`config.mk`:
```
export PLATFORM = sky130hd
export DESIGN_NAME = comparador_serial_id
export DESIGN_NICKNAME = d
export VERILOG_FILES = /design/src/rtl/comparador_serial_id.sv
export SDC_FILE = /design/constraint.sdc
export NUM_CORES = 1
export LEC_CHECK = 0
export ABC_AREA = 0
export CAP_MARGIN = 15
export CORE_ASPECT_RATIO = 1.75
export CORE_UTILIZATION = 45
export DETAILED_ROUTE_END_ITERATION = 6
export GPL_TIMING_DRIVEN = 0
export MAX_ROUTING_LAYER = met4
export PLACE_DENSITY = 0.77
export SYNTH_ARGS = -nofsm -noshare
export SYNTH_HDL_FRONTEND = slang
export SYNTH_SLANG_ARGS = --single-unit
```
`constraint.sdc`:
```
create_clock -name clk -period 1.18 [get_ports clk]
set_input_delay 0.236 -clock clk [delete_from_list [all_inputs] [get_ports clk]]
set_output_delay 0.236 -clock clk [all_outputs]
set_load 0.02 [all_outputs]
```
`src/rtl/comparador_serial_id.sv`:
```
// Bit-serial unsigned magnitude comparator: one left-to-right comparator cell reused MSB-first.
// Optional build macro COMPARADOR_EARLY_EXIT_EN ends the scan as soon as the result is decided.
module comparador_serial_id #(
    parameter int WIDTH = 8
) (
    input  logic             clk,
    input  logic             reset,
    input  logic             start,
    input  logic [WIDTH-1:0] A,
    input  logic [WIDTH-1:0] B,
    output logic             busy,
    output logic             done,
    output logic             mayor,
    output logic             menor,
    output logic             igual
);
    localparam int CW = $clog2(WIDTH + 1);
    localparam logic [CW-1:0] CNT_LOAD = CW'(WIDTH);
    localparam logic [CW-1:0] CNT_ONE  = CW'(1);

    typedef enum logic [1:0] {IDLE, SHIFT, DONE} state_t;

    state_t           state_reg;
    logic [WIDTH-1:0] sa_reg;
    logic [WIDTH-1:0] sb_reg;
    logic             m_reg;
    logic             n_reg;
    logic [CW-1:0]    cnt_reg;

    logic a_bit;
    logic b_bit;
    logic m_next;
    logic n_next;
    logic last_step;

    assign a_bit = sa_reg[WIDTH-1];
    assign b_bit = sb_reg[WIDTH-1];

    // m: A>=B so far, n: A<=B so far; once one drops it stays latched.
    assign m_next = ~n_reg | (m_reg & (a_bit | ~b_bit));
    assign n_next = ~m_reg | (n_reg & (~a_bit | b_bit));

`ifdef COMPARADOR_EARLY_EXIT_EN
    assign last_step = (cnt_reg == CNT_ONE) || !(m_next && n_next);
`else
    assign last_step = (cnt_reg == CNT_ONE);
`endif

    always_ff @(posedge clk or posedge reset) begin
        if (reset) begin
            state_reg <= IDLE;
            sa_reg    <= '0;
            sb_reg    <= '0;
            m_reg     <= 1'b1;
            n_reg     <= 1'b1;
            cnt_reg   <= '0;
            busy      <= 1'b0;
            done      <= 1'b0;
            mayor     <= 1'b0;
            menor     <= 1'b0;
            igual     <= 1'b0;
        end else begin
            case (state_reg)
                IDLE, DONE: begin
                    done <= 1'b0;
                    if (start) begin
                        sa_reg    <= A;
                        sb_reg    <= B;
                        m_reg     <= 1'b1;
                        n_reg     <= 1'b1;
                        cnt_reg   <= CNT_LOAD;
                        mayor     <= 1'b0;
                        menor     <= 1'b0;
                        igual     <= 1'b0;
                        busy      <= 1'b1;
                        state_reg <= SHIFT;
                    end else begin
                        state_reg <= IDLE;
                    end
                end
                SHIFT: begin
                    m_reg   <= m_next;
                    n_reg   <= n_next;
                    sa_reg  <= sa_reg << 1;
                    sb_reg  <= sb_reg << 1;
                    cnt_reg <= cnt_reg - CNT_ONE;
                    if (last_step) begin
                        mayor     <= m_next & ~n_next;
                        menor     <= ~m_next & n_next;
                        igual     <= m_next & n_next;
                        done      <= 1'b1;
                        busy      <= 1'b0;
                        state_reg <= DONE;
                    end
                end
                default: begin
                    busy      <= 1'b0;
                    done      <= 1'b0;
                    state_reg <= IDLE;
                end
            endcase
        end
    end
endmodule

```
* After elaboration in Yosys (flattened, before gate mapping) *
Cells that the tools add are included.

operators by class
  eq/ne operators = 5
  bitwise operators = 15
  add/sub/neg operators = 1
  reductions and logical operators = 6
  muxes and demuxes = 23

operator list
  kind                 count
  $pmux 8 s2           2
  $mux 8               2
  $pmux 1 s2           6
  $mux 1               9
  $pmux 4 s2           1
  $not 1->1            6
  $and 1x1->1          5
  $eq 4x1->1 const B   1
  $mux 4               1
  $ne 2x2->1 const B   2
  $or 1x1->1           4
  $pmux 2 s2           1
  $reduce_and 2->1     2
  $sub 4x1->4 const B  1
  $reduce_and 3->1     1
  $eq 2x1->1 const B   1
  $eq 2x2->1 const B   1
  $logic_not 2->1      1
  $mux 2               1
  $reduce_bool 2->1    1
  $reduce_or 2->1      1

storage, ports and cells
  word-level logic and storage cells = 61
  register bits after elaboration = 29
  input bits = 19
  output and inout bits = 5

* Longest topological paths before layout *
Gate-level depths: netlist (run 1).

  word-level depth = 8
  depth in mapped cells = 5
  mapped depth without buffers = 5

* Least setup slack after synthesis (run 1) *
Ideal clock, no wire load.

  path type = reg2reg
  from = reg cnt_reg[1]
  to = reg mayor
  path slack = -99 ps
  data arrival time = 1159 ps
  path buffers = 0
  cell stages (with the launch flop) = 6
  clock period less this slack = 1279 ps
  path through = dfrtp_1 > inv_1 > ha_1 > nor3b_2 > a211oi_1 > a41o_1

between the ends
  cells in the longest elaborated chain, start to end = 3

ends and longest elaborated chain
  what                        line  source
  from (decl)                 28    logic [CW-1:0] cnt_reg;
  from (signal assigned)      86    cnt_reg <= cnt_reg - CNT_ONE;
  $eq 4x1->1                  46    assign last_step = (cnt_reg == CNT_ONE);
  $ne 2x2->1 (no line)        --
  $reduce_and 3->1 (no line)  --
  to (signal assigned)        88    mayor <= m_next & ~n_next;
  to (decl)                   13    output logic mayor,

No other way between the ends.
A chain may end at the register's enable or synchronous reset.

* Final worst setup path (run 1) *
Ends and elaborated chain as after synthesis.

==> impl_metrics.tcl, run 1 <==
set metrics [dict create \
    outcome "finished with violations" \
    violations "setup timing" \
    rsz0062_at_grt "yes" \
    cts_max_level 1 \
    p_comb_share_pct 48.7 \
    fp.coreArea_um2 2690 \
    diodes 0 \
    die_area_um2 3070 \
    ys_ff_latch 28 \
    detail-route-antenna-nets 0 \
    layoutNonFillerInstCount 191 \
    fin_crit_sh_pct 115 \
    grt_overflow_total 0 \
    setup_violations 8 \
    nFillCells 205 \
    fin_nets 186 \
    fin_worst_skew_ns 0.00559 \
    vias 1114 \
    gr-usage-met1_pct 25.2 \
    power_mw 4.70 \
    dieHeight_um 72.6 \
    synth_top_area_cell "dfrtp_1" \
    synthDistinctLibCells 25 \
    hold_slack_ns 0.366 \
    cts_made_buffers 3 \
    dp_slack_ns -0.405 \
    use_met3_pct 1.99 \
    placed_area_um2 1550 \
    routed_wl_um 3190 \
    cts_root_buf "clkbuf_8" \
    dr.pass1.iters 5 \
    ir_worst_vdd_mv 1.44 \
    max-cap-violations 0 \
    critPathCaptureType "flip-flop" \
    antenna_found_initial 0 \
    tightest_slew_ns 0.616 \
    crit_path_max_incr_delay_ns 0.41 \
    finalInstanceArea_um2 1840 \
    vias_per_cell 5.83 \
    hold_class "primary input to asynchronous set/reset pin" \
    cp.required_ns 1.36 \
    synth_area_leaders "dfrtp_1, a22oi_1, nand3_1" \
    timing.slew.headroom_pct 58.9 \
    drv_slew 0 \
    synth_area_per_cell_um2 10.2 \
    grt_pass1_wl_um 4950 \
    drc 0 \
    ys_warn_count 0 \
    r2r_cells 6 \
    tns_ns -0.811 \
    utilization_pct 68.6 \
    grt_start_max_net_pins 29 \
    drt-initial-drc-count 39 \
    power_density_nw_per_um2 2550 \
    cp_max_fo 3 \
    clkPwrFrac_pct 13.2 \
    use_met2_pct 36.2 \
    dp.cells 175 \
    synth_top_area_share_pct 50.8 \
    fp.dieW_um 42.3 \
    final_layout_size_suffix_gt1_share_pct 34.1 \
    grt_pass1_vias 1143 \
    cts.clk_slew.worst_paths_ns 0.10 \
    boundaryPins 24 \
    busiest_layer "met2" \
    dp_hpwl_um 1950 \
    max_freq_mhz 736 \
    arrival_ns 1.54 \
    power_leakage_nw 0.853 \
    routedWlPerCell_um 16.7 \
    min_period_ns 1.36 \
    synth_nets 146 \
    numPortBuffers 23 \
    clock_latency_ns 0.28 \
    clockBufferDepth 2 \
    critical-path-slowest-cell "dfrtp_1" \
    hold_viol_final 0 \
    path_cells "inv_2, ha_4, nor3b_4, buf_6, a211oi_2, a41o_1" \
    holdBufCountCts 0 \
    initial_core_util_pct 47.6 \
    cp-start-kind "flip-flop" \
    ys_seq_area_share_pct 54.9 \
    swShare_pct 39.0 \
    syn_inst 125 \
    rows 25 \
    p_int_mw 2.86 \
    cts_tree "yes" \
    area_delta_synth_final_pct 44.1 \
    p_sw_mw 1.83 \
    clock_sinks 28 \
    worst-setup-path-type "flip-flop to flip-flop" \
    grtUsageTotal_pct 21.5 \
    worst_slack_ns -0.179 \
    finalWeightedCongestion 0.807 \
    pwr-share-seq_pct 38.2 \
    syn_area_um2 1280 \
]
-- path summary, 6_finish.rpt --
path	end	slack [ns]	start
worst max-delay path	mayor	-0.18	cnt_reg[1]
worst min-delay path	sa_reg[4]	0.37	reset
worst max register to register	mayor	-0.18	cnt_reg[1]
worst min register to register	busy	0.49	busy
max in group asynchronous	done	0.44	reset
min in group clk	busy	0.49	busy
-- layout make-up --
type | count | area, µm² | area share (%)
plain buffers | 7 | 75.1 | 4.07
clock buffers | 4 | 55.1 | 2.99
inverters | 6 | 26.3 | 1.42
multi-input cells | 83 | 612 | 33.2
flip-flops and latches | 28 | 707 | 38.3
well taps | 27 | 33.8 | 1.83
repair buffers | 36 | 335 | 18.2
-- timing repair --
action                                  in CTS  in global routing
setup buffers                                4                  8
gates cloned                                 0                  2
pin swaps                                    2                  2
resized for setup                           34                 24
endpoints found under the hold margin        0                  0
endpoints found under the setup margin      58                 21
-- Yosys cell counts --
cell and count:
nor3b_2 1, nand2_1 18, ha_1 2, a211oi_1 3
nor3_1 3, buf_6 1, a22oi_1 14, dfrtp_1 26
and2_1 1, a22o_1 2, a31oi_1 4, a21o_1 1
nand3_1 16, o2bb2ai_1 1, buf_2 5, nor2b_1 2
dfstp_2 2, buf_4 3, inv_1 6, nand2b_1 4
o21ai_0 4, mux2i_1 1, nor2_1 2, a41o_1 2
nand3b_1 1
-- cells by family (layout without fill, tap and decap cells) --
logic type / Yosys count / in the layout / share of synthesized area [%]
AO/OA/AOI/OAI: 31 / 31 / 17.7
adder cells (fa/ha/maj): 2 / 2 / 1.95
buffers and inverters: 15 / 53 / 6.35
flip-flops: 28 / 28 / 54.9
multiplexers: 1 / 1 / 0.782
AND/OR/NAND/NOR: 48 / 49 / 18.3
-- placed cells by master (no fill, tap or decap), drive strengths merged, types with 3 or more instances in the layout --
| master | count |
|---|---|
| a211oi | 3 |
| inv | 5 |
| a31oi | 4 |
| nor3 | 3 |
| nor2b | 3 |
| clkdlybuf4s15 | 4 |
| clkbuf | 4 |
| buf | 21 |
| nand2 | 18 |
| nand3 | 16 |
| o21ai | 4 |
| dfrtp | 26 |
| a22oi | 14 |
| clkdlybuf4s50 | 18 |
| nand2b | 4 |
-- power groups by stage --
| stage | combinational [mW] | sequential, mW | clock, mW |
|---|---|---|---|
| 6_report | 2.29 | 1.79 | 0.619 |
| 5_1_grt | 2.48 | 1.84 | 0.645 |
| 4_1_cts | 1.91 | 1.73 | 0.610 |
| 3_5_place_dp | 1.72 | 1.74 | 0 |
| 3_3_place_gp | 1.66 | 1.71 | 0 |
| 2_1_floorplan | 1.17 | 1.74 | 0 |
-- worst max-delay path: cells and delay by family, from the launching register on --
family / cells / cell delay (ns)
buffers and inverters: 2 / 0.23
adders and majority gates: 1 / 0.12
AOI/OAI and AO/OA: 2 / 0.26
DFF: 1 / 0.41
and+or+nand+nor: 1 / 0.25
-- routing by layer --
metal	vias up	wire (µm)
met5	-	0
met4	0	51
met3	6	70
met2	27	1730
met1	557	1350
li1	524	-
(Power assumes the default switching activity.)
==> inputs of run 2 (changes only) <==
PLACE_DENSITY = 0.73   (was 0.77)
==> run 2 against run 1 <==
The run still ends with setup timing left; non-clock buffer count rose by 2; combinational power rose by 8%; count of clock-buffer cells in the layout did not move; die area did not move; sequential share of layout area fell by 0.91 points; cell area rose by 2.4%.
==> impl_metrics.tcl, run 2 (same netlist as run 1, synthesis figures left out) <==
set metrics [dict create \
    finalWeightedCongestion 0.821 \
    vias_per_cell 5.98 \
    reg2reg_slack_ns -0.24 \
    dieHeight_um 72.6 \
    max_freq_mhz 707 \
    arrival_ns 1.59 \
    path_cells "inv_2, ha_4, nor3b_4, a211oi_2, a41o_1" \
    cts_made_buffers 3 \
    multi_input_area_um2 644 \
    tightest_slew_ns 0.590 \
    layout_common_cells "dfrtp_1, nand2_1, clkdlybuf4s50_1" \
    worst_slack_ns -0.235 \
    cts.clk_slew.worst_paths_ns 0.09 \
    nFillCells 197 \
    path_depth 5 \
    crit_path_max_incr_delay_ns 0.40 \
    layout_commonest_cell "dfrtp_1" \
    cp_max_fo 6 \
    fin_crit_sh_pct 120 \
    die_area_um2 3070 \
    dr.pass1.iters 4 \
    final_layout_size_suffix_gt1_share_pct 36.1 \
    drt-initial-drc-count 48 \
    r2r_cells 5 \
    initial_core_util_pct 47.6 \
    rows 25 \
    max-cap-violations 0 \
    path_buf_inv 1 \
    fin_nets 188 \
    hold_slack_ns 0.362 \
    power_leakage_nw 0.877 \
    power_density_nw_per_um2 2580 \
    boundaryPins 24 \
    cts_tree "yes" \
    critical-path-slowest-cell "dfrtp_1" \
    outcome "finished with violations" \
    fp.dieW_um 42.3 \
    setup_violations 13 \
    seqCellArea_um2 707 \
    clockBufferDepth 2 \
    clock_sinks 28 \
    rsz0062_at_grt "yes" \
    dp_hpwl_um 1900 \
    dp_slack_ns -0.411 \
    violations "setup timing" \
    worst_path_dominant_cell_family "flip-flops" \
    vias 1155 \
    hold_class "primary input to asynchronous set/reset pin" \
    reg2reg_to "mayor" \
    diodes 0 \
    detail-route-antenna-nets 0 \
    cp-start-kind "flip-flop" \
    fin_worst_skew_ns 0.00211 \
    antenna_found_initial 0 \
    drv_slew 0 \
    hold_viol_final 0 \
    critPathCaptureType "flip-flop" \
    numPortBuffers 23 \
    cts_max_level 1 \
    fp.coreArea_um2 2690 \
    grt_overflow_total 0 \
    grt_pass1_vias 1091 \
    cp.required_ns 1.35 \
    r2r_start "cnt_reg[1]" \
    grt_pass1_wl_um 4810 \
    timing.slew.headroom_pct 60.6 \
    min_period_ns 1.42 \
    grt_start_max_net_pins 29 \
    area_delta_synth_final_pct 47.6 \
    holdBufCountCts 0 \
    routed_wl_um 3290 \
    worst-setup-path-type "flip-flop to flip-flop" \
    clock_latency_ns 0.28 \
    cts_root_buf "clkbuf_8" \
    grtUsageTotal_pct 21.2 \
    routedWlPerCell_um 17.0 \
    drc 0 \
    ir_worst_vdd_mv 1.59 \
]
[run 2: final cells by class]
cell class / count / area share (%)
Buffer: 7 / 4.17
Timing Repair Buffer: 38 / 18.2
Multi-Input combinational cell: 83 / 34.1
Sequential cell: 28 / 37.4
Clock buffer: 4 / 2.91
Inverter: 6 / 1.39
Tap cell: 27 / 1.79
[run 2: routing by layer]
metal  track usage (%)  vias up  part of all wire (%)
met4              9.03        0                   2.7
met2              35.9       30                    56
met1              25.5      585                    39
met3              2.24       11                   2.4
li1                  -      529                     -
met5                 -        -                     0
[run 2: timing repair]
| action | in CTS | in global routing |
|---|---|---|
| gates resized for setup | 31 | 35 |
| pin swaps | 0 | 5 |
| gates cloned | 2 | 0 |
| setup endpoints to repair | 58 | 30 |
| setup buffers | 7 | 7 |
[run 2: worst max-delay path by stage]
stage | end | from
after floorplan | mayor | cnt_reg[1]
after global placement | sa_reg[2] | start
after detailed placement | sb_reg[3] | start
after CTS | mayor | cnt_reg[1]
after global routing | mayor | cnt_reg[1]
final | mayor | cnt_reg[1]
[run 2: stage by stage]
step / instance area, µm² / cells / util (%) / setup TNS [ns] / total power [mW]
2_1_floorplan: 1290 / 125 / - / -0.145 / 2.91
3_3_place_gp: 1550 / 175 / 57.6 / -17.71 / 3.37
3_5_place_dp: 1550 / 175 / 57.6 / -18.26 / 3.45
4_1_cts: 1710 / 186 / 63.5 / -0.514 / 4.30
5_1_grt: 1890 / 193 / 70.2 / -2.31 / 5.17
6_report: 1890 / 193 / 70.2 / -1.47 / 4.87
[run 2: power breakdown]
group / switching, mW / total, mW / internal, mW
Combinational: 1.25 / 2.48 / 1.24
Sequential: 0.382 / 1.80 / 1.42
Clock: 0.293 / 0.592 / 0.299
Total: 1.92 / 4.87 / 2.95
